## config.mk

```make
export PLATFORM = sky130hd
export DESIGN_NAME = key_debounce_fsm_flat
export DESIGN_NICKNAME = d
export VERILOG_FILES = /design/src/rtl/key_debounce_fsm_if.sv /design/src/rtl/key_debounce_fsm.sv /design/src/flat_wrapper.sv
export SDC_FILE = /design/constraint.sdc
export NUM_CORES = 1
export LEC_CHECK = 0
export ABC_AREA = 1
export BUFFER_PORTS_ARGS = -buffer_cell sky130_fd_sc_hd__buf_2
export CORE_MARGIN = 5
export CORE_UTILIZATION = 50
export DETAILED_ROUTE_END_ITERATION = 8
export PLACE_DENSITY = 0.72
export SYNTH_ARGS = -nofsm -noshare
export SYNTH_HDL_FRONTEND = slang
export SYNTH_SLANG_ARGS = --single-unit
```

## constraint.sdc

```tcl
create_clock -name clk -period 1.7 [get_ports clk]
set_input_delay 0.085 -clock clk [delete_from_list [all_inputs] [get_ports clk]]
set_output_delay 0.085 -clock clk [all_outputs]
set_load 0.1 [all_outputs]
```

## src/rtl/key_debounce_fsm_if.sv

```systemverilog
// Key event bundle between a debounced push-button and its consumer.
// master drives the raw pin and consumes events; slave is the debouncer.
interface key_debounce_fsm_if;
    logic key;
    logic key_level;
    logic key_press;
    logic key_release;
    logic key_toggle;
    logic key_long;

    modport master (
        output key,
        input  key_level, key_press, key_release, key_toggle, key_long
    );

    modport slave (
        input  key,
        output key_level, key_press, key_release, key_toggle, key_long
    );
endinterface

```

## src/rtl/key_debounce_fsm.sv

```systemverilog
// Push-button debouncer: level, press/release pulses and a run/stop toggle latch.
// Optional long-press pulse is built only when KEY_LONG_PRESS_EN is defined.
module key_debounce_fsm #(
    parameter logic [19:0] DEB_CNT    = 20'd1_000_000,
    parameter logic [29:0] LONG_CNT   = 30'd100_000_000,
    parameter logic        KEY_ACTIVE = 1'b0
) (
    input logic          clk,
    input logic          rst_n,
    key_debounce_fsm_if.slave bus
);

    localparam int CW = ($bits(DEB_CNT) > $bits(LONG_CNT)) ? $bits(DEB_CNT) : $bits(LONG_CNT);
    typedef logic [CW-1:0] cnt_t;
    localparam cnt_t DEB_LAST  = cnt_t'(DEB_CNT) - cnt_t'(1);
`ifdef KEY_LONG_PRESS_EN
    localparam cnt_t LONG_LAST = cnt_t'(LONG_CNT) - cnt_t'(1);
`endif

    typedef enum logic [1:0] {IDLE, PRESS_DEB, HELD, REL_DEB} state_t;

    state_t state, state_n;
    cnt_t   cnt, cnt_n;
    logic   sync1, key_s, pressed;
    logic   level_q, level_n, toggle_q, toggle_n;
    logic   press_q, press_n, release_q, release_n;
`ifdef KEY_LONG_PRESS_EN
    logic   long_q, long_n, long_done, long_done_n;
`endif

    // NOTE: synchroniser resets to the released level so reset never looks like a press.
    always_ff @(posedge clk or negedge rst_n) begin
        if (!rst_n) begin
            sync1 <= ~KEY_ACTIVE;
            key_s <= ~KEY_ACTIVE;
        end else begin
            sync1 <= bus.key;
            key_s <= sync1;
        end
    end

    assign pressed = (key_s == KEY_ACTIVE);

    // NOTE: every output of this block gets a default first, so no path can infer a latch.
    always_comb begin
        state_n   = state;
        cnt_n     = cnt;
        level_n   = level_q;
        toggle_n  = toggle_q;
        press_n   = 1'b0;
        release_n = 1'b0;
`ifdef KEY_LONG_PRESS_EN
        long_n      = 1'b0;
        long_done_n = long_done;
`endif
        unique case (state)
            IDLE: begin
                if (pressed) begin
                    state_n = PRESS_DEB;
                    cnt_n   = '0;
                end
            end
            PRESS_DEB: begin
                if (!pressed) begin
                    state_n = IDLE;
                    cnt_n   = '0;
                end else if (cnt == DEB_LAST) begin
                    state_n  = HELD;
                    cnt_n    = '0;
                    press_n  = 1'b1;
                    level_n  = 1'b1;
                    toggle_n = ~toggle_q;
                end else begin
                    cnt_n = cnt + cnt_t'(1);
                end
            end
            HELD: begin
                if (!pressed) begin
                    state_n = REL_DEB;
                    cnt_n   = '0;
                end else begin
`ifdef KEY_LONG_PRESS_EN
                    // Saturate at the threshold; long_done suppresses repeats until release.
                    if (cnt != LONG_LAST) begin
                        cnt_n = cnt + cnt_t'(1);
                    end else if (!long_done) begin
                        long_n      = 1'b1;
                        long_done_n = 1'b1;
                    end
`endif
                end
            end
            REL_DEB: begin
                if (pressed) begin
                    state_n = HELD;
                    cnt_n   = '0;
                end else if (cnt == DEB_LAST) begin
                    state_n   = IDLE;
                    cnt_n     = '0;
                    release_n = 1'b1;
                    level_n   = 1'b0;
`ifdef KEY_LONG_PRESS_EN
                    long_done_n = 1'b0;
`endif
                end else begin
                    cnt_n = cnt + cnt_t'(1);
                end
            end
            default: begin
                state_n = IDLE;
                cnt_n   = '0;
            end
        endcase
    end

    // NOTE: sequential state uses non-blocking assignments so all flops update together.
    always_ff @(posedge clk or negedge rst_n) begin
        if (!rst_n) begin
            state     <= IDLE;
            cnt       <= '0;
            level_q   <= 1'b0;
            toggle_q  <= 1'b0;
            press_q   <= 1'b0;
            release_q <= 1'b0;
`ifdef KEY_LONG_PRESS_EN
            long_q    <= 1'b0;
            long_done <= 1'b0;
`endif
        end else begin
            state     <= state_n;
            cnt       <= cnt_n;
            level_q   <= level_n;
            toggle_q  <= toggle_n;
            press_q   <= press_n;
            release_q <= release_n;
`ifdef KEY_LONG_PRESS_EN
            long_q    <= long_n;
            long_done <= long_done_n;
`endif
        end
    end

    assign bus.key_level   = level_q;
    assign bus.key_press   = press_q;
    assign bus.key_release = release_q;
    assign bus.key_toggle  = toggle_q;
`ifdef KEY_LONG_PRESS_EN
    assign bus.key_long    = long_q;
`else
    assign bus.key_long    = 1'b0;
`endif

endmodule

```

## src/flat_wrapper.sv

```systemverilog
// flat-port wrapper written by rule: the top's interface ports become plain ports
module key_debounce_fsm_flat 
#(
    parameter logic [19:0] DEB_CNT    = 20'd1_000_000,
    parameter logic [29:0] LONG_CNT   = 30'd100_000_000,
    parameter logic        KEY_ACTIVE = 1'b0
)
  (clk, rst_n, bus_key, bus_key_level, bus_key_press, bus_key_release, bus_key_toggle, bus_key_long);
  key_debounce_fsm_if bus_i ();
  input logic clk;
  input logic rst_n;
  input wire logic [$bits(bus_i.key)-1:0] bus_key;
  output wire logic [$bits(bus_i.key_level)-1:0] bus_key_level;
  output wire logic [$bits(bus_i.key_press)-1:0] bus_key_press;
  output wire logic [$bits(bus_i.key_release)-1:0] bus_key_release;
  output wire logic [$bits(bus_i.key_toggle)-1:0] bus_key_toggle;
  output wire logic [$bits(bus_i.key_long)-1:0] bus_key_long;
  assign bus_i.key = bus_key;
  assign bus_key_level = bus_i.key_level;
  assign bus_key_press = bus_i.key_press;
  assign bus_key_release = bus_i.key_release;
  assign bus_key_toggle = bus_i.key_toggle;
  assign bus_key_long = bus_i.key_long;
  key_debounce_fsm #(.DEB_CNT(DEB_CNT), .LONG_CNT(LONG_CNT), .KEY_ACTIVE(KEY_ACTIVE)) u_core (.clk(clk), .rst_n(rst_n), .bus(bus_i));
endmodule
```

# Word level (Yosys, flattened, before mapping)
# Cells that the tools add are included.
# totals
reg_bits,38
output_inout_bits,5
word_cells,52
inputBits,3
# classes
n_eq_ne,12
n_bitwise,2
mux,23
addsub,1
reduce_logical,6
# op_table
op,n
$mux 30,5
$pmux 30 s4,1
$add 30x1->30 const B,1
$eq 30x20->1 const B,1
$mux 2,6
$mux 1,9
$ne 2x1->1 const B,4
$pmux 2 s4,1
$reduce_and 5->1,1
$eq 2x2->1 const B,2
$ne 2x2->1 const B,2
$reduce_and 4->1,1
$ne 3x1->1 const B,1
$ne 3x3->1 const B,1
$reduce_and 3->1,1
$eq 2x1->1 const B,1
$logic_not 2->1,1
$not 1->1,2
$pmux 1 s2,1
$reduce_and 2->1,1
$reduce_bool 2->1,1

# Depth between registers and ports, before layout
# logic_depth
ltp_word,4
mapped_depth,10

# Worst setup path after synthesis
# No wires, ideal clock.
# synth_timing
kind,reg2reg
startpoint,register u_core.cnt[0]
endpoint,register u_core.cnt[18]
path_buffers,1
period_less_slack_ns,1.491
setup_slack_ns,0.209
setup_time_ns,0.117
required_time_ns,1.583
stages_incl_launch_ff,10
arrival_time_ns,1.374
path_cell_list,dfrtp_1 -> ha_1 -> nand2_4 -> nor2_8 -> nand3_4 -> nor2_4 -> nor2_4 -> buf_6 -> nand3_1 -> nand2_1
# synth_between
elab_chain_cells,4
word_cells_on_any_way,6
# synth_lines
item,line,rtl
"start, declared",key_debounce_fsm.sv:23,"cnt_t cnt, cnt_n;"
"start signal, assigned",key_debounce_fsm.sv:131,cnt <= cnt_n;
$add 30x1->30 or $eq 30x20->1 (tied branches),n/a,
$mux 30 (*),"key_debounce_fsm.sv:67, key_debounce_fsm.sv:97",
$mux 30 (on tied branches),"key_debounce_fsm.sv:94, key_debounce_fsm.sv:64",
$pmux 30 s4 (*),key_debounce_fsm.sv:56,unique case (state)
# Mark *: on every way between the ends. The rest lies on a longest branch, timed or not.
# A chain may end at the register's enable or synchronous reset.

# Final worst setup path
# layout_timing
startpoint,register u_core.cnt[1]
endpoint,register u_core.cnt[17]
# Same word-level chain as after synthesis.

==> summary.md <==
| Metric | Value |
|---|---|
| Setup crit start | u_core.cnt[1] |
| Main synth FF type | dfrtp_1 |
| Library cells used by synthesis | 27 |
| Core area | around 0.0048 mm² |
| Power Total | around 1700 µW |
| DP Worst Slack | around 0.11 ns |
| Adder-Cell Fraction of Synth Area | less than 1% |
| Via/cell ratio | between 5 and 6 |
| Yosys top cell by area | dfrtp_1 |
| # rows | 25 |
| Yosys top cell area share | a little under two fifths |
| Clock Sinks | 38 |
| # Max-Cap Violations | 0 |
| Boundary pin count | 8 |
| Main combinational cell family by area after synthesis | simple AND/OR/NAND/NOR gates |
| Cell count after synthesis | approximately 360 |
| FF-to-FF setup slack | approximately 0.14 ns |
| Die area | roughly 0.0064 mm² |
| CP Data Required Time | roughly 1.9 ns |
| RSZ-0062 raised after global routing | false |
| Setup-failing EPs final | 0 |
| Startpoint types | flip-flop |
| Post-synthesis compound-gate area fraction | roughly 4.6% |
| GRT Resource Usage Total | 19.4% |
| R2r endpoint | u_core.cnt[17] |
| Reg2reg path depth | 9 |
| Hold crit path type | in2async |
| Leakage | approximately 0.0014 µW |
| Post-DRT Antenna Nets | 0 |
| Maximum clock frequency | between 600 and 700 MHz |
| Wire length per cell | roughly 12 µm |
| Drt first pass iters | 4 |
| Simple-gate area share of the yosys netlist | roughly 42% |
| Crit path DAT | around 1.7 ns |
| P&R area growth vs syn | 12.6% |
| Final hold vios | 0 |
| Largest net degree at the start of global routing | 21 |
| Synth Area per Inst | slightly below 7 µm² |
| Post-synthesis register bit count | 38 |
| Max Clock Skew | roughly 0.0079 ns |
| Xor/xnor share of the synthesized area | under 10% |
| IO buf count | 6 |
| Tmin final | 1.56 ns |
| Initial antenna violation count | 0 |
| Drt drc | 0 |
| Synth top cells by count | nand2_1, inv_1, nor2_1 |
| Area of placed instances | 0.00265 mm² |
| CP max FO | 17 |
| Synth area leaders | dfrtp_1, nand2_1, inv_1 |
| VDD IR-drop max | about 600 µV |
| Fin area | between 0.002 and 0.003 mm² |
| Power Density | 618 mW/mm² |
| Die width | between 80 and 90 µm |
| # diodes | 0 |
| First-pass GRT wire length | between 9000 and 10000 µm |
| Synth Warn # | 0 |
| Mux share of post-synthesis cell area | 0% |
| Post-Syn Area | ~0.0025 mm² |
| Clock transition at path regs | around 0.080 ns |
| Worst reg2reg startpoint | u_core.cnt[1] |
| Clk_lat worst skew | roughly 0.29 ns |
| Final Cycle Share | between 90% and 100% |
| Initial drt markers | about 120 |
| CTS tree | yes |
| Post-DP HPWL | 4160 µm |
| Syn nets | between 300 and 400 |
| EDFF count, synth | 0 |
| DP Cell Count | ~440 |
| Initial core utilization | 51.6% |
| Crit path kind | reg2reg |
| Routability cong. | just under 0.9 |
| Final Routed Wirelength | approximately 5500 µm |
| Die height | between 80 and 90 µm |
| Final Max Slew Viols | 0 |
| Worst setup margin | roughly 0.14 ns |
| Root Driver | clkbuf_8 |
| Count leader, synth | nand2_1 |
| CTS Buf Count | 5 |
| Vias post-DR | approximately 2.3k |
| Ratio of cells with drive above 1 in the final layout | 12.4% |
| Setup tns final | 0 ns |
| Nets | ~380 |
| H-Tree Depth | 2 |
| Finished Layout Cells | around 450 |
| Sequential-to-total area share from yosys stat | approximately 39% |
| Vias in the first global route | between 2k and 2.5k |
| Overflow after GRT | 0 |
| Clk buf depth | 2 |
| CP endpoint kind | flip-flop |
| Share of synthesized registers carrying an async set or reset | between 90% and 100% |
| Status | finished, final reports clean |
-- per-stage QoR --
step | util, % | hold slack [ns]
floorplan | - | -0.211
global placement | 55.8 | 0.0822
detailed placement | 55.8 | 0.0887
CTS | 58.0 | 0.309
global route | 58.1 | 0.342
finish | 58.1 | 0.288
-- worst max-delay path, stage by stage (launching register included) --
cell	delay, ns
dfrtp_1	0.40
ha_2	0.23
nand2_4	0.08
nor2_8	0.16
nand3_4	0.10
nor2_4	0.15
nor2_4	0.05
buf_12	0.14
nand2_1	0.06
o21ai_0	0.07
-- report_power, final --
group          total, µW  internal, µW  switching [µW]
clock network        609           285             324
registers            937           921            16.6
logic                161          55.3             106
-- routing by layer --
metal | vias up | track usage (%) | share of wire [%]
met5 | - | 0 | 0
met4 | 0 | 4.56 | 0.68
met3 | 5 | 3.03 | 3.1
met2 | 42 | 32.4 | 49
met1 | 1073 | 26.4 | 48
li1 | 1152 | - | -
-- registers in the layout, indices dropped and copies added (netlist names), named ones only --
register,count
u_core.key_s,1
u_core.bus.key_toggle,1
u_core.bus.key_press,1
u_core.state,1
u_core.bus.key_release,1
u_core.cnt,30
u_core.bus.key_level,1
u_core.sync1,1
-- how the worst max path moves through the flow --
stage                                end  cells after the start
after floorplan           u_core.cnt[18]                      9
after global placement    u_core.cnt[13]                      8
after detailed placement  u_core.cnt[13]                      8
after CTS                 u_core.cnt[14]                      8
after global routing      u_core.cnt[17]                      9
final                     u_core.cnt[17]                      9
-- cell families (layout without fill, tap and decap cells) --
logic type	after synthesis	count (layout)
other	1	1
AO/OA/AOI/OAI	21	21
buffers and inverters	51	76
XOR/XNOR	13	13
flip-flops	38	38
AND/OR/NAND/NOR	230	230
adder cells (fa/ha/maj)	1	1
-- layout make-up --
cell class	count	area, µm²
Timing Repair Buffer	22	180
Multi-Input combinational cell	266	1290
Clock buffer	6	72.6
Sequential cell	38	953
Tap cell	67	83.8
Clock inverter	2	10.0
Fill cell	457	1990
Inverter	46	173
-- repair_timing --
item | in CTS | in global routing
setup buffers | 0 | 0
gates resized for setup | 0 | 2
endpoints found under the setup margin | 0 | 15
endpoints found under the hold margin | 18 | 0
hold buffers | 2 | 0
-- cell usage in the layout, fill, tap and decap left out, types with 5 or more instances in the layout --
master / Yosys / routed
buf_2: 0 / 6
buf_4: 3 / 12
clkbuf_8: 0 / 5
dfrtp_1: 36 / 36
inv_1: 46 / 46
nand2_1: 128 / 128
nand3_1: 32 / 32
nand4_1: 6 / 6
nor2_1: 42 / 42
nor2_4: 6 / 6
o21ai_0: 11 / 11
o22ai_1: 6 / 6
xor2_1: 12 / 12
(Power assumes the default switching activity.)
